## config.mk

```make
export PLATFORM = sky130hd
export DESIGN_NAME = isr_sequencer
export DESIGN_NICKNAME = d
export VERILOG_FILES = /design/src/rtl/isr_pkg.sv /design/src/rtl/prio_enc_lsb.sv /design/src/rtl/isr_sequencer.sv
export SDC_FILE = /design/constraint.sdc
export NUM_CORES = 1
export LEC_CHECK = 0
export CAP_MARGIN = 20
export CORE_MARGIN = 4
export CORE_UTILIZATION = 45
export DETAILED_ROUTE_END_ITERATION = 8
export HOLD_SLACK_MARGIN = 0.15
export PLACE_DENSITY = 0.8
export SLEW_MARGIN = 20
export SYNTH_ARGS = -nofsm -noshare
export SYNTH_HDL_FRONTEND = slang
export SYNTH_SLANG_ARGS = --single-unit
export TNS_END_PERCENT = 10
```

## constraint.sdc

```tcl
create_clock -name clk -period 2.4 [get_ports clk]
set_input_delay 0.24 -clock clk [delete_from_list [all_inputs] [get_ports clk]]
set_output_delay 0.24 -clock clk [all_outputs]
set_load 0.005 [all_outputs]
```

## src/rtl/isr_pkg.sv

```systemverilog
// rtl/isr_pkg.sv - shared cause indices, state encoding and repeat-cause helper for the interrupt sequencer
package isr_pkg;

  localparam int N_CAUSE = 23;

  localparam int CA_RESET = 0;
  localparam int CA_ILL   = 1;
  localparam int CA_MAL   = 2;
  localparam int CA_PFF   = 3;
  localparam int CA_PFLS  = 4;
  localparam int CA_TRAP  = 5;
  localparam int CA_OVF   = 6;
  localparam int CA_EXT0  = 7;

  typedef enum logic [1:0] {
    RST_INT = 2'd0,
    RUN     = 2'd1,
    DRAIN   = 2'd2
  } state_t;

  // Page faults re-execute the faulting instruction; every other cause continues.
  function automatic logic is_repeat(input logic [4:0] idx);
    return (idx == 5'(CA_PFF)) || (idx == 5'(CA_PFLS));
  endfunction

endpackage

```

## src/rtl/prio_enc_lsb.sv

```systemverilog
// rtl/prio_enc_lsb.sv - combinational lowest-set-bit priority encoder
module prio_enc_lsb #(
  parameter int N = 23
) (
  input  logic [N-1:0] vec,
  output logic [4:0]   idx,
  output logic         any
);

  // Scan high to low so the lowest set bit is the last assignment to win.
  always_comb begin
    idx = '0;
    any = |vec;
    for (int i = N - 1; i >= 0; i--) begin
      if (vec[i]) idx = 5'(i);
    end
  end

endmodule

```

## src/rtl/isr_sequencer.sv

```systemverilog
// rtl/isr_sequencer.sv - interrupt sequencer driving the jisr/mca/rpt bundle and post-jisr drain
module isr_sequencer
  import isr_pkg::state_t, isr_pkg::RST_INT, isr_pkg::RUN, isr_pkg::DRAIN,
         isr_pkg::CA_OVF, isr_pkg::CA_EXT0, isr_pkg::is_repeat;
#(
  parameter int N_CAUSE      = isr_pkg::N_CAUSE,
  parameter int N_EXT        = 16,
  parameter int DRAIN_CYCLES = 2
) (
  input  logic               clk,
  input  logic               reset,
  input  logic               instr_valid,
  input  logic               ev_ill,
  input  logic               ev_mal,
  input  logic               ev_pff,
  input  logic               ev_pfls,
  input  logic               ev_trap,
  input  logic               ev_ovf,
  input  logic [N_EXT-1:0]   ev_ext,
  input  logic [N_CAUSE-1:0] sr,
  output logic               jisr,
  output logic               rpt,
  output logic [N_CAUSE-1:0] mca,
  output logic [4:0]         il,
  output logic [N_EXT-1:0]   ext_ack,
  output logic               stall
);

  localparam logic [2:0] DRAIN_LOAD = 3'(DRAIN_CYCLES - 1);
  localparam logic [N_CAUSE-1:0] ALWAYS_EN = {{(N_CAUSE - CA_OVF){1'b0}}, {CA_OVF{1'b1}}};

  state_t             state;
  logic [2:0]         drain_cnt;
  logic [N_EXT-1:0]   pend;

  logic [5:0]         int_ev;
  logic [N_CAUSE-1:0] ca;
  logic [N_CAUSE-1:0] mca_c;
  logic [4:0]         il_c;
  logic               any_c;
  logic               fire;
  logic [N_EXT-1:0]   ack_c;

  always_comb begin
    int_ev = {ev_ovf, ev_trap, ev_pfls, ev_pff, ev_mal, ev_ill} & {6{instr_valid}};
    ca     = {pend, int_ev, 1'b0};
    mca_c  = ca & (sr | ALWAYS_EN);
  end

  prio_enc_lsb #(.N(N_CAUSE)) u_prio (
    .vec (mca_c),
    .idx (il_c),
    .any (any_c)
  );

  always_comb begin
    fire  = (state == RUN) && any_c;
    ack_c = '0;
    if (fire && (il_c >= 5'(CA_EXT0)))
      ack_c = {{(N_EXT - 1){1'b0}}, 1'b1} << (il_c - 5'(CA_EXT0));
  end

  always_ff @(posedge clk) begin
    if (reset) begin
      state     <= RST_INT;
      drain_cnt <= '0;
      pend      <= '0;
      jisr      <= 1'b0;
      rpt       <= 1'b0;
      mca       <= '0;
      il        <= '0;
      ext_ack   <= '0;
      stall     <= 1'b1;
    end else begin
      // The serviced line is dropped on the ack edge even if still asserted; it re-latches next cycle.
      pend    <= (pend | ev_ext) & ~ack_c;
      jisr    <= 1'b0;
      rpt     <= 1'b0;
      mca     <= '0;
      il      <= '0;
      ext_ack <= '0;
      case (state)
        RST_INT: begin
          jisr      <= 1'b1;
          mca       <= {{(N_CAUSE - 1){1'b0}}, 1'b1};
          state     <= DRAIN;
          drain_cnt <= DRAIN_LOAD;
          stall     <= 1'b1;
        end
        RUN: begin
          if (fire) begin
            jisr      <= 1'b1;
            mca       <= mca_c;
            il        <= il_c;
            rpt       <= is_repeat(il_c);
            ext_ack   <= ack_c;
            state     <= DRAIN;
            drain_cnt <= DRAIN_LOAD;
            stall     <= 1'b1;
          end else begin
            stall <= 1'b0;
          end
        end
        DRAIN: begin
          // The pulse cycle itself does not count down, giving DRAIN_CYCLES+1 stalled cycles in total.
          if (!jisr) begin
            if (drain_cnt == 3'd0) begin
              state <= RUN;
              stall <= 1'b0;
            end else begin
              drain_cnt <= drain_cnt - 3'd1;
            end
          end
        end
        default: begin
          state <= RST_INT;
          stall <= 1'b1;
        end
      endcase
    end
  end

endmodule

```

==> impl_results.md <==
* Status: finished clean
* Synth Area in XOR/XNOR at 0.325%
* Die area at approximately 0.0073 mm^2
* N_diodes at 0
* Clock latency at the later pin of the worst-skew pair at around 0.34 ns
* Placed Area at 0.00400 mm^2
* Post-synth EDFFs at 0
* Synth area leaders: dfxtp_1 (51%), nor2_1 (5.6%), and3_1 (3.5%)
* Setup ws final at approximately 0.11 ns
* Final hold vios at 0
* Via/cell ratio at between 5 and 6
* Buffers inserted by post-CTS timing repair at 0
* Gp weighted congestion at 0.923
* Netlist Area Pre-Place at between 0.002 and 0.003 mm^2
* Met1 usage at about 30%
* Die width at 85.4 um
* Initial DRC Count at roughly 160
* Row cnt at 27
* IO buf count at 88
* Met3 GRT Util at around 5.1%
* Mapped Cells at 290
* Final wirelength at 8760 um
* Final Non-Filler Cells at a little over 500
* Worst-Margin Slew at 0.622 ns
* Warnings from Yosys at 0
* Setup violators final at 0
* Relative slew margins at 58.2%
* Largest family of logic cells by synthesized area: compound AO/OA/AOI/OAI gates
* Period Utilization, post-route at 95.5%
* CTS tree: yes
* Commonest non-fill, non-tap cell in the layout: clkdlybuf4s50_1
* Hold Path Depth at 3
* Largest area contributor in the netlist: dfxtp_1
* Simple-Gate Fraction of Synth Area at 21.2%
* Syn_nets at 340
* Bufs on Longest Clock Path at 2
* Post-Synth Adder-Cell Area at less than 1%
* Post-route cell area at between 0.004 and 0.005 mm^2
* Tmin final at between 2 and 2.5 ns
* Starting Density at between 40 and 50%
* Clk slew on worst S/H paths at approximately 0.07 ns
* Power Density at between 600 and 700 mW/mm^2
* H-tree depth at 3
* ANT nets after route at 0
* Required time of the critical path at 2.59 ns
* Main synth FF type: dfxtp_1
* Clock root buffer: clkbuf_8
* WL per Instance at between 15 and 20 um
* Initial antenna violation count at 0
* Crit Path Class: input pin to register
* HPWL Detailed at 6780 um
* Drt pass-1 iters at 5
* Ports at 95
* Critical path launch point type: input pin
* Gr busiest metal: met2
* Post-synth top area share at 50.5%
* Number of clock sinks at a little under 70
* CTS buffer count at 9
* Area grow syn2layout at 55.7%
* Hold bufs inserted after CTS at 0
* Mux cell area share after synthesis at 0.371%
* Share of cells above drive strength 1 at ~18%
* Post-synth cell types at 51
* Gr ovfl total at 0
* Final nets at between 400 and 500
* GRT met2 Usage at between 30% and 40%
* Flip-flop and latch count after synthesis at 68
* Post-synthesis async set-or-reset flop share at 0%
* Worst Skew at 0.00839 ns
* Worst setup EP type: register
* WP data arrival at ~2.5 ns
* Seq/Total Area, Yosys at 50.5%
* Final core area utilization at roughly 74%
* Die Height at 85.4 um
* Post-synthesis compound-gate area fraction at a little under a quarter
* Worst VDD drop at approximately 430 uV
* Total Routing Usage GR at roughly a quarter
* Vias at roughly 2900
* Max-slew violation count at 0
* Cells on worst reg2reg path at 6
* Post-Place Setup Slack at -0.175 ns
* First-pass GRT wire length at between 10000 and 15000 um
* Power Total at 2.57 mW
* Worst hold-check path type: input pin to register
* Max Fanout on Critical Path at 5
* Pleak at between 1.5 and 2 nW
* Unrepaired setup endpoints after global routing: false
* Placed cell count at 490
* Most frequent cells in the layout: clkdlybuf4s50_1 (88), dfxtp_1 (68), buf_4 (51), nor2_1 (40), nand2_1 (23)
* Largest net degree at the start of global routing at 20
* Core Area at between 0.005 and 0.006 mm^2
* Fillers at approximately 410
* Maximum capacitance violations at 0
* Avg Cell Area, Syn at approximately 9.3 um^2
* Number of global-route vias before repair at about 2900
* Peak Freq at between 0.4 and 0.5 GHz
* Drc violations at 0
-- power breakdown --
part | leakage, nW | internal (mW) | switching, mW
Clock | 0.0986 | 0.482 | 0.404
Sequential | 0.555 | 1.16 | 0.0326
Combinational | 1.04 | 0.247 | 0.241
-- critical path: stages --
cell and delay (ns):
clkdlybuf4s50_1 0.54, nor2b_1 0.10, o31ai_1 0.40, o211a_1 0.25
a22oi_1 0.12, buf_4 0.18, o31ai_1 0.49, a311oi_1 0.17
-- layout make-up --
cell class / instances / area [um^2] / share of cell area (%)
clock inverter: 1 / 5.00 / 0.119
timing repair buffer: 139 / 1260 / 30.1
sequential: 68 / 1360 / 32.4
inverter: 7 / 26.3 / 0.626
clock buffer: 14 / 183 / 4.35
multi-input combinational: 204 / 1270 / 30.2
tap: 72 / 90.1 / 2.15
-- worst paths after layout --
kind | from | to | slack (ns)
worst max register to register | pend[14]$_SDFF_PP0_ | rpt$_SDFF_PP0_ | 0.17
worst min-delay path | ev_ext[0] | pend[0]$_SDFF_PP0_ | 0.46
worst max-delay path | ev_pff | pend[10]$_SDFF_PP0_ | 0.11
worst min register to register | drain_cnt[0]$_SDFFE_PP0P_ | drain_cnt[0]$_SDFFE_PP0P_ | 0.48
-- Yosys cell counts (2+ instances only) --
cell type  number
a211oi_1       11
a21boi_0        2
a21oi_1         4
a22o_1          4
a22oi_1         7
a31oi_1         7
a32oi_1         3
and2_1          3
and3_1         15
buf_2           3
clkbuf_1        7
dfxtp_1        68
ha_1            2
inv_1           7
nand2_1        23
nand2b_1        3
nand3_1        10
nand4_1         3
nor2_1         40
nor3_1         14
nor4_1          2
o211a_1         3
o211ai_1        2
o21a_1          3
o21ai_0        10
o221a_2         6
o31ai_1         4
-- registers in the layout, indices dropped and copies added (netlist names) --
signal and cells:
mca 23, il 5, jisr 1, state 2, drain_cnt 3, pend 16
stall 1, rpt 1, ext_ack 16
-- per-stage QoR --
stage	setup TNS [ns]	hold WS, ns
detailed placement	-1.21	0.464
finish	0	0.464
floorplan	0	0.376
global route	0	0.483
global placement	-1.09	0.459
CTS	0	0.456
-- kinds of logic (layout without fill, tap and decap cells) --
family,Yosys count,in the layout
compound gates,81,81
xor+xnor,1,1
fa+ha+maj,2,2
buf+inv,18,161
flops,68,68
mux,1,1
simple gates,119,119
-- routing by layer --
metal	wire (um)	vias up	part of all wire (%)
li1	-	1367	-
met1	3840	1356	44
met2	4070	129	46
met3	603	20	6.9
met4	250	0	2.9
met5	0	-	0
-- timing repair --
action | CTS | global route
endpoints found under the setup margin | 0 | 1
gates resized for setup | 0 | 1
hold endpoints to repair | 0 | 0
Note: power is estimated with default switching activity, not from simulation.
